`src/rtl/vector_ldst_unit.sv`:
```
// Vector load/store sequencer: moves one WORD_W*LANES vector between consecutive
// SRAM words and the register-file path, one lane per cycle.
module vector_ldst_unit #(
    parameter int WORD_W = 16,
    parameter int LANES  = 16
) (
    input  logic                      clk2,
    input  logic                      rst,
    input  logic                      start,
    input  logic                      is_store,
    input  logic [15:0]               base_addr,
    input  logic [WORD_W*LANES-1:0]   vst_data,
    input  logic [WORD_W-1:0]         mem_rdata,
    output logic [15:0]               mem_addr,
    output logic                      mem_rd,
    output logic                      mem_wr,
    output logic [WORD_W-1:0]         mem_wdata,
    output logic                      busy,
    output logic                      vld_done,
    output logic                      vst_done,
    output logic [WORD_W*LANES-1:0]   data_buff
);

    localparam int VEC_W = WORD_W * LANES;
    localparam int CNT_W = $clog2(LANES);
    localparam logic [CNT_W-1:0] LAST = CNT_W'(LANES - 1);

    typedef enum logic [2:0] {
        S_IDLE,
        S_LOAD,
        S_LDRAIN,
        S_STORE,
        S_DONE
    } state_e;

    state_e              state_q;
    logic [15:0]         base_q;
    logic                op_q;
    logic [CNT_W-1:0]    cnt_q;
    logic [VEC_W-1:0]    vec_q;
    logic [VEC_W-1:0]    data_buff_q;
    logic [15:0]         mem_addr_q;
    logic                mem_rd_q;
    logic                mem_wr_q;
    logic [WORD_W-1:0]   mem_wdata_q;
    logic                busy_q;
    logic                vld_done_q;
    logic                vst_done_q;

    logic [CNT_W-1:0]    cnt_d;
    logic [CNT_W-1:0]    lane_prev;
    logic [15:0]         addr_d;

    assign cnt_d     = cnt_q + CNT_W'(1);
    assign lane_prev = cnt_q - CNT_W'(1);
    // Address wraps naturally at 16 bits.
    assign addr_d    = base_q + 16'(cnt_d);

    // Outputs are registered; the async reset clears them, so strobes drop
    // the moment reset asserts.
    // NOTE: sequential state uses <= so every register samples pre-edge values.
    always_ff @(posedge clk2 or negedge rst) begin
        if (!rst) begin
            state_q     <= S_IDLE;
            base_q      <= '0;
            op_q        <= 1'b0;
            cnt_q       <= '0;
            vec_q       <= '0;
            // NOTE: data_buff is a plain register bank, not a RAM, so it resets.
            data_buff_q <= '0;
            mem_addr_q  <= '0;
            mem_rd_q    <= 1'b0;
            mem_wr_q    <= 1'b0;
            mem_wdata_q <= '0;
            busy_q      <= 1'b0;
            vld_done_q  <= 1'b0;
            vst_done_q  <= 1'b0;
        end else begin
            vld_done_q <= 1'b0;
            vst_done_q <= 1'b0;
            case (state_q)
                S_IDLE: begin
                    if (start) begin
                        base_q     <= base_addr;
                        op_q       <= is_store;
                        cnt_q      <= '0;
                        busy_q     <= 1'b1;
                        mem_addr_q <= base_addr;
                        if (is_store) begin
                            vec_q       <= vst_data;
                            mem_wr_q    <= 1'b1;
                            mem_wdata_q <= vst_data[WORD_W-1:0];
                            state_q     <= S_STORE;
                        end else begin
                            mem_rd_q <= 1'b1;
                            state_q  <= S_LOAD;
                        end
                    end
                end
                S_LOAD: begin
                    // Read data lags the address by one cycle, so lane cnt-1 lands now.
                    if (cnt_q != '0) begin
                        data_buff_q[lane_prev*WORD_W +: WORD_W] <= mem_rdata;
                    end
                    cnt_q <= cnt_d;
                    if (cnt_q == LAST) begin
                        mem_rd_q   <= 1'b0;
                        mem_addr_q <= '0;
                        state_q    <= S_LDRAIN;
                    end else begin
                        mem_addr_q <= addr_d;
                    end
                end
                S_LDRAIN: begin
                    data_buff_q[LAST*WORD_W +: WORD_W] <= mem_rdata;
                    vld_done_q <= ~op_q;
                    vst_done_q <= op_q;
                    state_q    <= S_DONE;
                end
                S_STORE: begin
                    cnt_q <= cnt_d;
                    if (cnt_q == LAST) begin
                        mem_wr_q    <= 1'b0;
                        mem_addr_q  <= '0;
                        mem_wdata_q <= '0;
                        vld_done_q  <= ~op_q;
                        vst_done_q  <= op_q;
                        state_q     <= S_DONE;
                    end else begin
                        mem_addr_q  <= addr_d;
                        mem_wdata_q <= vec_q[cnt_d*WORD_W +: WORD_W];
                    end
                end
                S_DONE: begin
                    busy_q  <= 1'b0;
                    state_q <= S_IDLE;
                end
                default: begin
                    busy_q  <= 1'b0;
                    state_q <= S_IDLE;
                end
            endcase
        end
    end

    assign mem_addr  = mem_addr_q;
    assign mem_rd    = mem_rd_q;
    assign mem_wr    = mem_wr_q;
    assign mem_wdata = mem_wdata_q;
    assign busy      = busy_q;
    assign vld_done  = vld_done_q;
    assign vst_done  = vst_done_q;
    assign data_buff = data_buff_q;

endmodule

```
`config.mk`:
```
export PLATFORM = sky130hd
export DESIGN_NAME = vector_ldst_unit
export DESIGN_NICKNAME = d
export VERILOG_FILES = /design/src/rtl/vector_ldst_unit.sv
export SDC_FILE = /design/constraint.sdc
export NUM_CORES = 1
export LEC_CHECK = 0
export CAP_MARGIN = 25
export CELL_PAD_IN_SITES_DETAIL_PLACEMENT = 0
export CELL_PAD_IN_SITES_GLOBAL_PLACEMENT = 1
export CORE_MARGIN = 1.5
export CORE_UTILIZATION = 43
export DETAILED_ROUTE_END_ITERATION = 7
export PLACE_DENSITY = 0.83
export SLEW_MARGIN = 15
export SYNTH_ARGS = -nofsm -noshare
export SYNTH_HDL_FRONTEND = slang
export SYNTH_SLANG_ARGS = --single-unit
```
`constraint.sdc`:
```
create_clock -name clk2 -period 8.6 [get_ports clk2]
set_input_delay 0.86 -clock clk2 [delete_from_list [all_inputs] [get_ports clk2]]
set_output_delay 0.86 -clock clk2 [all_outputs]
set_load 0.01 [all_outputs]
```
# Word level (Yosys, flattened, before mapping)
# Index checks and enable logic that the tools add are counted.
# W data, S select, Z words.
[op_classes] bitwise_logic=2 reduce_logical=18 shift=3 mux=30 eq_ne=10 n_addsub=4
[op_table] op="$bwmux W256" n=1
[op_table] op="$mux W256" n=1
[op_table] op="$shift A16 B34 Y256 const A" n=1
[op_table] op="$shiftx A16 B34 Y256" n=1
[op_table] op="$shiftx A256 B9 Y16" n=1
[op_table] op="$pmux W16 S2" n=3
[op_table] op="$mux W16" n=5
[op_table] op="$neg A8 Y34" n=1
[op_table] op="$add A16 B4 Y16" n=1
[op_table] op="$ne A2 B2 Y1 const B" n=6
[op_table] op="$pmux W3 S4" n=1
[op_table] op="$pmux W1 S2" n=5
[op_table] op="$reduce_and A2 Y1" n=5
[op_table] op="$mux W3" n=3
[op_table] op="$reduce_and A3 Y1" n=3
[op_table] op="$mux W1" n=8
[op_table] op="$pmux W4 S2" n=1
[op_table] op="$reduce_and A4 Y1" n=2
[op_table] op="$reduce_bool A2 Y1" n=4
[op_table] op="$eq A3 B2 Y1 const B" n=2
[op_table] op="$add A4 B1 Y4 const B" n=1
[op_table] op="$eq A4 B4 Y1 const B" n=1
[op_table] op="$mux W4" n=1
[op_table] op="$reduce_bool A4 Y1" n=1
[op_table] op="7 further kinds" n=8
[totals] inputBits=292 word_cells=81 regBits=573

# Longest topological paths before layout
[depth] word_depth=6 mapped_depth=12 depth_no_buf=9

# Worst setup path before layout
# Ideal clock, no wire load.
[synth_timing] path_kind="reg-to-reg" start="register cnt_q[0]" end="register data_buff_q[70] (netlist: data_buff[70])" n_path_buf=4 path_slack_ns=5.309 arrival_ns=3.166 setup_ns=0.125 path_stages_with_launch=13 cell_sequence="dfrtp_1 clkbuf_1 inv_1 ha_1 xor2_2 nor2_1 ha_1 nor4b_1 buf_2 o2111a_1 buf_2 buf_2 mux2_2"
[synth_between] elab_chain_len=4 elab_cells_between_ends=7 cone_classes="add/sub: 2; shift: 2; mux: 1; reduce/logical: 2"
[synth_lines] element="start: declaration" line="39" source="logic [CNT_W-1:0] cnt_q;"
[synth_lines] element="start signal: assignment" line="105" source="cnt_q <= cnt_d;"
[synth_lines] element="start signal: assignment" line="121" source="cnt_q <= cnt_d;"
[synth_lines] element="$sub A4 B1 Y4" line="55" source="assign lane_prev = cnt_q - CNT_W'(1);"
[synth_lines] element="$neg A8 Y34" line="103" source="data_buff_q[lane_prev*WORD_W +: WORD_W] <= mem_rdata;"
[synth_lines] element="$shiftx A16 B34 Y256 / $shift A16 B34 Y256 (equally long branches)" line="103"
[synth_lines] element="$bwmux W256" line="103"
[synth_lines] element="end signal: indexed assignment" line="103"
[synth_lines] element="end signal: indexed assignment" line="115" source="data_buff_q[LAST*WORD_W +: WORD_W] <= mem_rdata;"
[synth_lines] element="end: declaration" line="41" source="logic [VEC_W-1:0] data_buff_q;"
# Parallel ways exist; a longest one is shown, timed or not.
# A chain may end at the register's enable or synchronous reset.

# Worst setup path after layout
[layout_timing] start="register cnt_q[0]" end="register data_buff_q[96] (netlist: data_buff[96])"
# Same word-level chain as after synthesis.

==> flow_metrics.py <==
metrics = {
    "outcome": {
        "outcome": "finished, final reports clean",
    },
    "final_layout": {
        "multi_input_area_um2": 9370,
        "seq_area_um2": 14300,
        "fin_nets": 2682,
        "layout.cells.non_filler": 3184,
        "fin_util_pct": 58.6,
        "area.growth.synth_to_final_pct": 35.1,
        "nFillCells": 4577,
        "drive_gt1_share_pct": 21.1,
    },
    "place": {
        "io_buffers": 584,
        "place.gp.congestion": 0.848,
        "dp.final_hpwl_mm": 53.6,
        "place_ws_ns": 3.58,
        "placedCellCount": 3068,
    },
    "die": {
        "rows": 87,
        "initial_core_util_pct": 43.4,
        "ios": 585,
        "die_w_um": 241,
        "coreArea_um2": 56200,
        "fp.dieH_um": 241,
        "dieArea_um2": 58100,
    },
    "setup_path": {
        "critPathKind": "reg2reg",
        "r2r-start": "cnt_q[0]",
        "crit_chain": "inv_1 > ha_4 > nand2_1 > nor2_1 > ha_1 > nor4b_2 > and3_1 > mux2_2",
        "cp_top_family": "simple AND/OR/NAND/NOR gates",
        "worstSetupEndpointType": "register",
        "r2r-end": "data_buff[96]",
        "slowest_stage": "dfrtp_4",
        "cp.buffers_inverters": 1,
        "cp_max_fo": 57,
        "arrival_ns": 5.40,
        "r2r_cells": 8,
        "ff2ff_setup_slack_ns": 3.68,
        "worstPathRequired_ns": 9.08,
        "slowest_delay_ns": 1.03,
        "cp-start-kind": "register",
    },
    "timing": {
        "fin_worst_skew_ns": 0.00941,
        "worst_slew_pin_slew_ns": 1.16,
        "maxSlewViolCount": 0,
        "final-hold-violation-count": 0,
        "fmax_mhz": 203,
        "period_share_pct": 57.2,
        "period_minus_slack_ns": 4.92,
        "worst_slack_ns": 3.68,
        "tns_ns": 0,
        "max-slew-margin-rel_pct": 22.4,
        "grt_setup_unrepaired": "no",
        "setup_viol": 0,
    },
    "clock_tree": {
        "worstSkewPairLatency_ns": 0.61,
        "cts_resized": 0,
        "clkTransAtPathRegs_ns": 0.06,
        "clockBufferDepth": 3,
        "post_cts_buffers": 0,
        "cts_buffers": 59,
        "cts_hold_buf": 0,
        "clkSinkCount": 573,
        "cts_root_buf": "clkbuf_16",
        "h-tree-depth": 2,
        "cts_tree": "done",
    },
    "synth": {
        "ys_types": 59,
        "synth_fp_nets": 2142,
        "syn_inst": 1838,
        "synthFlopType": "dfrtp_1",
        "yosys.area.top_type": "dfrtp_1",
        "ys_seq_area_share_pct": 58.8,
        "ys_ff_latch": 573,
        "synth_common_cells": "dfrtp_1, mux2_2, nand2_1",
        "yosysWarnings": 0,
        "synth_top_area_share_pct": 58.8,
        "synthesis.area_um2": 24400,
        "ys_async_sr_fraction_pct": 100,
        "syn_area_per_cell_um2": 13.3,
        "synth_edf_count": 0,
        "ys_top_cells_by_area": "dfrtp_1, mux2_2, mux4_2",
        "synth.most_common_cell": "dfrtp_1",
    },
    "grt": {
        "grtUsageTotal_pct": 25.5,
        "grt_pass1_vias": 17839,
        "antenna_found_initial": 15,
        "grt_overflow_total": 0,
        "grt_max_degree": 178,
        "grt_pass1_wl_mm": 111,
    },
    "drt": {
        "vias": 17312,
        "drtIter0Drc": 971,
        "dr.pass1.iters": 7,
        "via_per_inst": 5.44,
        "wl_per_cell_um": 23.5,
        "drc": 0,
        "antenna_left": 0,
        "routed_wl_mm": 74.8,
    },
    "power": {
        "internal_power_uw": 8290,
        "combPwrFrac_pct": 41.6,
        "p_sw_uw": 4210,
        "vdd_ir_drop_max_v": 0.000206,
        "power.total_uw": 12500,
        "netSwitchingFraction_pct": 33.7,
        "power_frac_seq_pct": 37.7,
        "p_per_area_nw_per_um2": 380,
        "clockPowerShare_pct": 20.7,
        "p_leak_uw": 0.0143,
    },
    "min_path": {
        "hold_class": "in2async",
    },
    "job": {
        "cap_violations": 0,
    },
}
## worst reg2reg max path: cells and delay by family (launching register included)
family	cells	cell delay, ns
flops	1	1.03
fa+ha+maj	2	0.96
simple gates	4	2.01
mux	1	0.44
buf+inv	1	0.37
## kinds of logic after synthesis
logic type,Yosys count,share of synthesized area (%)
DFF,573,58.8
muxes,416,22.1
and+or+nand+nor,363,6.76
AOI/OAI and AO/OA,280,8.02
buffers and inverters,175,2.96
xor gates and xnor gates,19,0.713
adders and majority gates,12,0.647
## per-stage QoR
stage | hold WS [ns] | cell area [µm²]
2_1_floorplan | 0.416 | 24400
3_3_place_gp | 0.434 | 30900
3_5_place_dp | 0.431 | 30900
4_1_cts | 0.284 | 32800
5_1_grt | 0.300 | 32900
6_report | 0.271 | 32900
## how the worst max path moves through the flow
stage             start  depth (start not counted)             to  slack, ns
2_1_floorplan  cnt_q[0]                         12  data_buff[70]       5.31
3_3_place_gp   cnt_q[0]                          9  data_buff[32]       3.68
3_5_place_dp   cnt_q[0]                          8  data_buff[36]       3.58
4_1_cts        cnt_q[0]                          8  data_buff[32]       3.53
5_1_grt        cnt_q[0]                          9  data_buff[23]       3.32
6_report       cnt_q[0]                          8  data_buff[96]       3.68
## placed cells by master (no fill, tap or decap), types with 4 or more instances in the layout
cell type and n:
dfrtp_1 572, buf_12 4, ha_1 10, mux4_2 64, and3_1 22, mux2_1 20
buf_8 5, clkdlybuf4s50_1 583, diode_2 5, inv_1 43, nor2_1 15, o21ai_0 93
a22o_1 96, xor2_1 9, a21oi_1 38, bufinv_16 4, nand2_1 236, clkinvlp_4 4
nand2b_1 22, clkinv_2 4, clkbuf_8 14, clkbuf_1 18, nand3_1 39, clkbuf_16 61
mux2_2 316, a22oi_1 4, buf_4 18, xnor2_1 8, o32a_1 15, nand4_1 4
mux2i_1 16, o211ai_1 10, o221ai_1 5
## sequential cells by signal (all words and copies together) (netlist names)
name and cells:
base_q 16, busy 1, cnt_q 4, data_buff 256, mem_addr 16, mem_rd 1, mem_wdata 16, mem_wr 1
op_q 1, state_q 3, vec_q 256, vld_done 1, vst_done 1
## metal layers
metal	GRT usage, %	vias up	part of all wire (%)	wire length, µm
met5	0	-	0.20	153
met4	7.39	24	2.8	2090
met3	8.19	130	9.2	6870
met2	44.0	654	50	37400
met1	30.3	8819	38	28300
li1	-	7685	-	-
## area by class of cell
cell class | count | area share, %
clock inverters | 13 | 0.543
diodes | 5 | 0.0380
multi-input cells | 1090 | 28.5
clock buffers | 93 | 5.43
inverters | 44 | 0.502
flip-flops and latches | 573 | 43.6
well taps | 756 | 2.87
repair buffers | 610 | 18.6
## power groups by stage
stage / clock network, µW / logic (µW) / registers, µW
detailed placement: 0 / 5230 / 4750
CTS: 2630 / 5260 / 4710
global route: 2750 / 5620 / 4860
finish: 2580 / 5200 / 4710
global placement: 0 / 5130 / 4680
floorplan: 0 / 2820 / 4710
Power figures use the tool's default switching activity.
